$ cat src/rtl/dmem_arbiter.sv
// dmem_arbiter: shares one single-port synchronous data memory between the
// CPU data port and a DMA/debug port. Every access takes two cycles: an issue
// cycle in IDLE, then an ack cycle in which read data is passed straight from
// the memory. A locked DMA burst may hold the memory, but after MAX_BURST
// consecutive locked beats one pending CPU access is forced in.
module dmem_arbiter #(
   parameter int AW        = 32,
   parameter int DW        = 32,
   parameter int MAX_BURST = 4
) (
   input  logic          clock,
   input  logic          resetn,
   input  logic          c_req,
   input  logic          c_we,
   input  logic [AW-1:0] c_addr,
   input  logic [DW-1:0] c_wdata,
   output logic          c_ack,
   output logic [DW-1:0] c_rdata,
   output logic          c_stall,
   input  logic          d_req,
   input  logic          d_we,
   input  logic [AW-1:0] d_addr,
   input  logic [DW-1:0] d_wdata,
   input  logic          d_last,
   output logic          d_ack,
   output logic [DW-1:0] d_rdata,
   output logic          m_en,
   output logic          m_we,
   output logic [AW-1:0] m_addr,
   output logic [DW-1:0] m_wdata,
   input  logic [DW-1:0] m_rdata
);

   localparam int             CW      = $clog2(MAX_BURST + 1);
   localparam logic [CW-1:0]  CNT_MAX = CW'(MAX_BURST);

   typedef enum logic [1:0] {
      IDLE   = 2'd0,
      C_WAIT = 2'd1,
      D_WAIT = 2'd2
   } state_t;

   state_t        state;
   state_t        state_nxt;

   // last_gnt: 1 = DMA was granted last, 0 = CPU was granted last
   logic          last_gnt;
   logic          lock;
   logic [CW-1:0] cnt;
   // direction of the access issued in the previous cycle
   logic          we_p1;

   logic          gnt_c;
   logic          gnt_d;

   // Beat counter increment that sticks at MAX_BURST
   function automatic logic [CW-1:0] sat_inc(input logic [CW-1:0] v);
      if (v == CNT_MAX) begin
         return v;
      end
      return v + CW'(1);
   endfunction

   // State register; an asynchronous reset abandons any access in flight
   always_ff @(posedge clock or negedge resetn) begin
      if (!resetn) begin
         state <= IDLE;
      end else begin
         state <= state_nxt;
      end
   end

   // Winner selection among the requests presented in IDLE
   always_comb begin
      gnt_c = 1'b0;
      gnt_d = 1'b0;
      if (state == IDLE) begin
         if (lock) begin
            if ((cnt == CNT_MAX) && c_req) begin
               gnt_c = 1'b1;
            end else if (d_req) begin
               gnt_d = 1'b1;
            end else if (c_req) begin
               gnt_c = 1'b1;
            end
         end else if (c_req && d_req) begin
            if (last_gnt) begin
               gnt_c = 1'b1;
            end else begin
               gnt_d = 1'b1;
            end
         end else if (c_req) begin
            gnt_c = 1'b1;
         end else if (d_req) begin
            gnt_d = 1'b1;
         end
      end
   end

   // Next state: an issue always moves to the owner's wait state, which always returns to IDLE
   always_comb begin
      state_nxt = IDLE;
      case (state)
         IDLE: begin
            if (gnt_c) begin
               state_nxt = C_WAIT;
            end else if (gnt_d) begin
               state_nxt = D_WAIT;
            end
         end
         C_WAIT:  state_nxt = IDLE;
         D_WAIT:  state_nxt = IDLE;
         default: state_nxt = IDLE;
      endcase
   end

   // Arbitration history: round-robin pointer, DMA burst lock and locked-beat count
   always_ff @(posedge clock or negedge resetn) begin
      if (!resetn) begin
         last_gnt <= 1'b1;
         lock     <= 1'b0;
         cnt      <= '0;
         we_p1    <= 1'b0;
      end else if (gnt_d) begin
         last_gnt <= 1'b1;
         lock     <= ~d_last;
         cnt      <= d_last ? '0 : sat_inc(cnt);
         we_p1    <= d_we;
      end else if (gnt_c) begin
         last_gnt <= 1'b0;
         we_p1    <= c_we;
         // a CPU grant under lock at the limit is the forced fairness slot
         if (lock && (cnt == CNT_MAX)) begin
            cnt <= '0;
         end
      end
   end

   // Outputs: memory strobe in the issue cycle, owner ack and read data in the wait cycle
   always_comb begin
      m_en    = 1'b0;
      m_we    = 1'b0;
      m_addr  = '0;
      m_wdata = '0;
      c_ack   = 1'b0;
      c_rdata = '0;
      d_ack   = 1'b0;
      d_rdata = '0;
      if (resetn) begin
         case (state)
            IDLE: begin
               if (gnt_c) begin
                  m_en    = 1'b1;
                  m_we    = c_we;
                  m_addr  = c_addr;
                  m_wdata = c_wdata;
               end else if (gnt_d) begin
                  m_en    = 1'b1;
                  m_we    = d_we;
                  m_addr  = d_addr;
                  m_wdata = d_wdata;
               end
            end
            C_WAIT: begin
               c_ack   = 1'b1;
               c_rdata = we_p1 ? '0 : m_rdata;
            end
            D_WAIT: begin
               d_ack   = 1'b1;
               d_rdata = we_p1 ? '0 : m_rdata;
            end
            default: begin
               m_en = 1'b0;
            end
         endcase
      end
      c_stall = c_req & ~c_ack;
   end

endmodule

$ cat config.mk
export PLATFORM = sky130hd
export DESIGN_NAME = dmem_arbiter
export DESIGN_NICKNAME = d
export VERILOG_FILES = /design/src/rtl/dmem_arbiter.sv
export SDC_FILE = /design/constraint.sdc
export NUM_CORES = 1
export LEC_CHECK = 0
export ABC_CLOCK_PERIOD_IN_PS = 2800
export CORE_AREA = 2 2 116 118
export DETAILED_ROUTE_END_ITERATION = 6
export DIE_AREA = 0 0 118 120
export PLACE_DENSITY = 0.52
export SLEW_MARGIN = 20
export SYNTH_ARGS = -nofsm -noshare
export SYNTH_HDL_FRONTEND = slang
export SYNTH_SLANG_ARGS = --single-unit
$ cat constraint.sdc
create_clock -name clock -period 2.8 [get_ports clock]
set_input_delay 0.84 -clock clock [delete_from_list [all_inputs] [get_ports clock]]
set_output_delay 0.84 -clock clock [all_outputs]
set_load 0.05 [all_outputs]
### Word level (Yosys, flattened, before mapping)

Cells that the tools add are included.

| word-level totals | value |
|---|---|
| input bits | 167 |
| output and inout port bits | 133 |
| register bits | 8 |

| operators by class | value |
|---|---|
| reduce and logical (&&, ||, !) cells | 7 |
| multiplexer cells | 53 |
| $add $sub $neg | 1 |
| bitwise logic cells | 3 |
| equal/unequal tests | 4 |

Operators with widths:

| cell | number |
|---|---|
| two-way mux 32 bit | 13 |
| two-way mux 1 bit | 32 |
| two-way mux 3 bit | 5 |
| two-way mux 2 bit | 3 |
| inequality test 4 bit, second input constant | 1 |
| nonzero test 2 bit | 2 |
| adder 3 x 1 -> 3 bit, second input constant | 1 |
| equality test 3 bit, second input constant | 1 |
| logical AND 1 bit | 3 |
| AND reduction 3 bit | 1 |
| equality test 2 x 1 -> 1 bit, second input constant | 1 |
| equality test 2 bit, second input constant | 1 |
| logical NOT 2 bit | 1 |
| inverter 1 bit | 2 |
| bitwise AND 1 bit | 1 |

### Depth between registers and ports, before layout

| depth | value |
|---|---|
| depth in word-level cells | 9 |
| depth in mapped cells | 7 |

### Worst setup path before layout

No wires, ideal clock.

| timing path | value |
|---|---|
| path type | input port to output port |
| start point | in d_req |
| end point | out m_addr[31] |
| cell stages on the path | 4 |
| setup slack | -0.118 ns |
| data arrival time | 2.078 ns |
| data required time | 1.960 ns |
| path through | inv_2 -> o311ai_2 -> mux2i_1 -> nor2_1 |

| between the ends | value |
|---|---|
| word-level cells in the longest chain between the ends | 9 |

Ends and longest elaborated chain:

| element | RTL line | source |
|---|---|---|
| from (decl) | 20 | `input logic d_req,` |
| two-way mux 1 bit | 81, 94 |  |
| two-way mux 1 bit | 92 | `end else if (c_req) begin` |
| two-way mux 1 bit | 86 | `end else if (c_req && d_req) begin` |
| two-way mux 1 bit | 78 | `if (lock) begin` |
| two-way mux 1 bit | 77 | `if (state == IDLE) begin` |
| two-way mux 32 bit | 157 | `end else if (gnt_d) begin` |
| two-way mux 32 bit (*) | 152 | `if (gnt_c) begin` |
| two-way mux 32 bit (*) | 150 | `case (state)` |
| two-way mux 32 bit (*) | 149 | `if (resetn) begin` |
| to (decl) | 29 | `output logic [AW-1:0] m_addr,` |

Mark *: on every way between the ends. The rest lies on a longest branch, timed or not.

### Worst setup path after layout

| timing path | value |
|---|---|
| start point | in c_req |
| end point | out m_wdata[29] |

| between the ends | value |
|---|---|
| word-level cells in the longest chain between the ends | 8 |

Ends and longest elaborated chain:

| element | RTL line | source |
|---|---|---|
| from (decl) | 13 | `input logic c_req,` |
| two-way mux 1 bit (tied with other cells) | 92 |  |
| two-way mux 1 bit (on tied branches) | 86, 79, 81 |  |
| two-way mux 1 bit (on tied branches) | 78, 79 |  |
| two-way mux 1 bit (on tied branches) | 77, 78 |  |
| two-way mux 32 bit or two-way mux 1 bit (tied branches) | 157, 77 |  |
| two-way mux 32 bit (*) | 152 |  |
| two-way mux 32 bit (*) | 150 |  |
| two-way mux 32 bit (*) | 149 |  |
| to (decl) | 30 | `output logic [DW-1:0] m_wdata,` |

Marked as above.

==> flow_summary.ini <==
[logic_synthesis]
synth_area_sq_um = 1650
ys_top_cells_by_area = a22o_1, nor2_1, nand2b_1
syn_nets = 409
syn-instance-count = 240
ys_seq_elements = 8
synth_largest_area_cell = a22o_1
synth_top_area_share_pct = 33.4
synth_area_per_cell_sq_um = 6.89
synth.distinct_cells = 33
synth_warnings = 0
synthArstFlopShare_pct = 100
synth_edf_count = 0
seq_area_frac_synth_pct = 12.2
synth_flop_cell = dfrtp_1

[clock_network]
htreeDepth = 1
path_clk_slew_ns = 0.03
clock_latency_ns = 0.24
cts_buffer_depth = 2
cts-buffers-inserted = 3
root_buffer = clkbuf_16
cts_tree = built
clock-sinks = 8

[status]
violations = setup timing
outcome = finished, violations left

[placed_design]
gp_congestion = 0.841
port_buffers = 299
hpwlAfterDp_um = 10700
dpl-instance-area_sq_um = 6300

[sta]
fmax_ghz = 0.335
finalHoldViolations = 0
finClkSkew_ns = 0.00729
worst_pin_slew_ns = 0.849
slew_headroom_pct = 43.4
finalSetupTns_ns = -9.65
setup_violations = 65
post-route-period-util_pct = 107
rsz0062_at_grt = yes
drv_slew = 0
period_needed_ns = 2.99
layout_setup_ws_ns = -0.187

[cells_and_area]
drive_gt1_share_pct = 46.5
diodes = 0
areaGrowthSynthToFinish_pct = 339
nets = 735
postLayoutCellArea_sq_um = 7250
filler_cell_count = 1115

[pwr]
irDropWorstVdd_mv = 0.358
powerDensity_nw_per_um2 = 530
p_leak_nw = 3.04
finalPower_mw = 3.84

[routing]
vias = 3207
first_iter_violations = 150
routed_wl_um = 13900
ant_nets = 0
routed_via_density = 4.33
wl_per_cell_um = 18.8
firstDrtPassIters = 4
drc = 0

[critical_path]
worst-r2r-setup-slack_ns = 0.85
cp.arrival_ns = 2.15
r2r-end = cnt[0]
cp.required_ns = 1.96
crit_top_cell = buf_12
startpoint_type = input pin
critPathBufInv = 4
path_cells = buf_8 -> nand3b_1 -> o2111ai_4 -> nor2_4 -> buf_4 -> buf_12 -> a22o_2 -> buf_12
cpMaxStageDelayCell = a22o_2
cp_top_family = buffers and inverters
endpoint_kind = primary output
worst_path_largest_cell_delay_ns = 0.20
cp_max_fo = 25
crit-reg2reg-launch = lock
reg2reg_depth = 7
worstSetupPathType = in2out

[hold_path]
hp-class = reg2reg
hold_path.startpoint = last_gnt
holdPathEnd = last_gnt
hold_path_depth = 2

[die]
initial_utilization_pct = 12.7
dieArea_sq_um = 14200
io_pins = 300
fp-row-count = 42
die_h_um = 120
core_sq_um = 13000
die_width_um = 118

[global_route]
grt_overflow_total = 0
track_usage_pct = 18.1
grt_antenna_before_repair = 0
grt_pass1_vias = 3333
grt_max_degree = 35
grt_pass1_wl_um = 20100

[flow_run]
max_cap_viol_count = 0
[Yosys cell counts (all sizes together), types with 2 or more instances]
cell type	count
a21oi	3
a22o	63
buf	12
clkbuf	9
dfrtp	7
ha	2
inv	10
mux2i	2
nand2	7
nand2b	32
nand3b	4
nor2	70
o21ai	4
[worst max path at each step]
stage               startpoint  depth (start not counted)  slack [ns]          end
floorplan               resetn                          3        0.06  c_rdata[10]
global placement         d_req                          8       -0.58   m_wdata[2]
detailed placement       d_req                          8       -0.56   m_wdata[2]
CTS                      c_req                          8       -0.15   m_wdata[1]
global route             c_req                          8       -0.23   m_addr[20]
finish                   c_req                          8       -0.19  m_wdata[29]
[power breakdown]
group | internal (mW) | leakage, nW | switching (mW)
Clock | 0.190 | 0.0382 | 0.0578
Sequential | 0.163 | 0.101 | 0.0935
Combinational | 1.72 | 2.90 | 1.61
Total | 2.08 | 3.04 | 1.76
[metrics by stage]
step	std cells	setup slack, ns	hold slack [ns]	utilization [%]
6_report	741	-0.187	0.473	55.9
3_5_place_dp	709	-0.563	0.469	48.5
2_1_floorplan	240	0.0553	0.444	-
5_1_grt	741	-0.230	0.486	55.9
3_3_place_gp	709	-0.585	0.458	48.5
4_1_cts	735	-0.152	0.473	53.7
[cell type report]
cell class	count	area [sq um]	share of cell area, %
Inverter	10	40.0	0.552
Timing Repair Buffer	342	4950	68.3
Clock buffer	4	78.8	1.09
Multi-Input combinational cell	201	1760	24.3
Sequential cell	8	201	2.78
Tap cell	176	220	3.04
[repair_timing]
item                                   CTS  global route
hold buffers                             0             0
gates resized for setup                 61            30
setup buffers                           14             5
setup endpoints to repair              133            65
gates cloned                             8             2
endpoints found under the hold margin    0             0
pin swaps                               11             5
[layout by cell type (no fill, tap or decap), types with 3 or more instances in the layout]
master           count
a22o_2              19
a21oi_1              3
clkdlybuf4s50_1    163
o21ai_1              3
nand2_1              4
a22o_4              43
inv_1                6
buf_12             138
nand2b_1            32
nand3b_1             4
dfrtp_1              7
buf_16               8
buf_4               24
nor2_1              65
clkbuf_16            5
buf_6                3
nor2_2               3
inv_2                3
[sequential cells by signal, summed over array words and instances (netlist names)]
signal,count
we_p1,1
last_gnt,1
state,2
cnt,3
lock,1
[worst reg2reg max path, delay by kind of cell (launching register included)]
kind,cells,cell delay (ns)
buffers and inverters,3,0.43
AND/OR/NAND/NOR,2,0.52
flip-flops,1,0.46
AO/OA/AOI/OAI,2,0.44
[cell families after synthesis]
kind of cell | synth area share, %
fa+ha+maj | 1.51
buf+inv | 10.2
mux | 1.21
simple gates | 34.2
flops | 12.2
compound gates | 40.7
[per-layer routing]
layer,track usage (%),routed length [um],up-vias,part of all wire (%)
met2,34.4,7410,168,53
li1,-,-,1521,-
met1,19.6,5130,1498,37
met3,5.66,1130,20,8.1
met5,0,0,-,0
met4,3.69,258,0,1.9
Power figures use the tool's default switching activity.
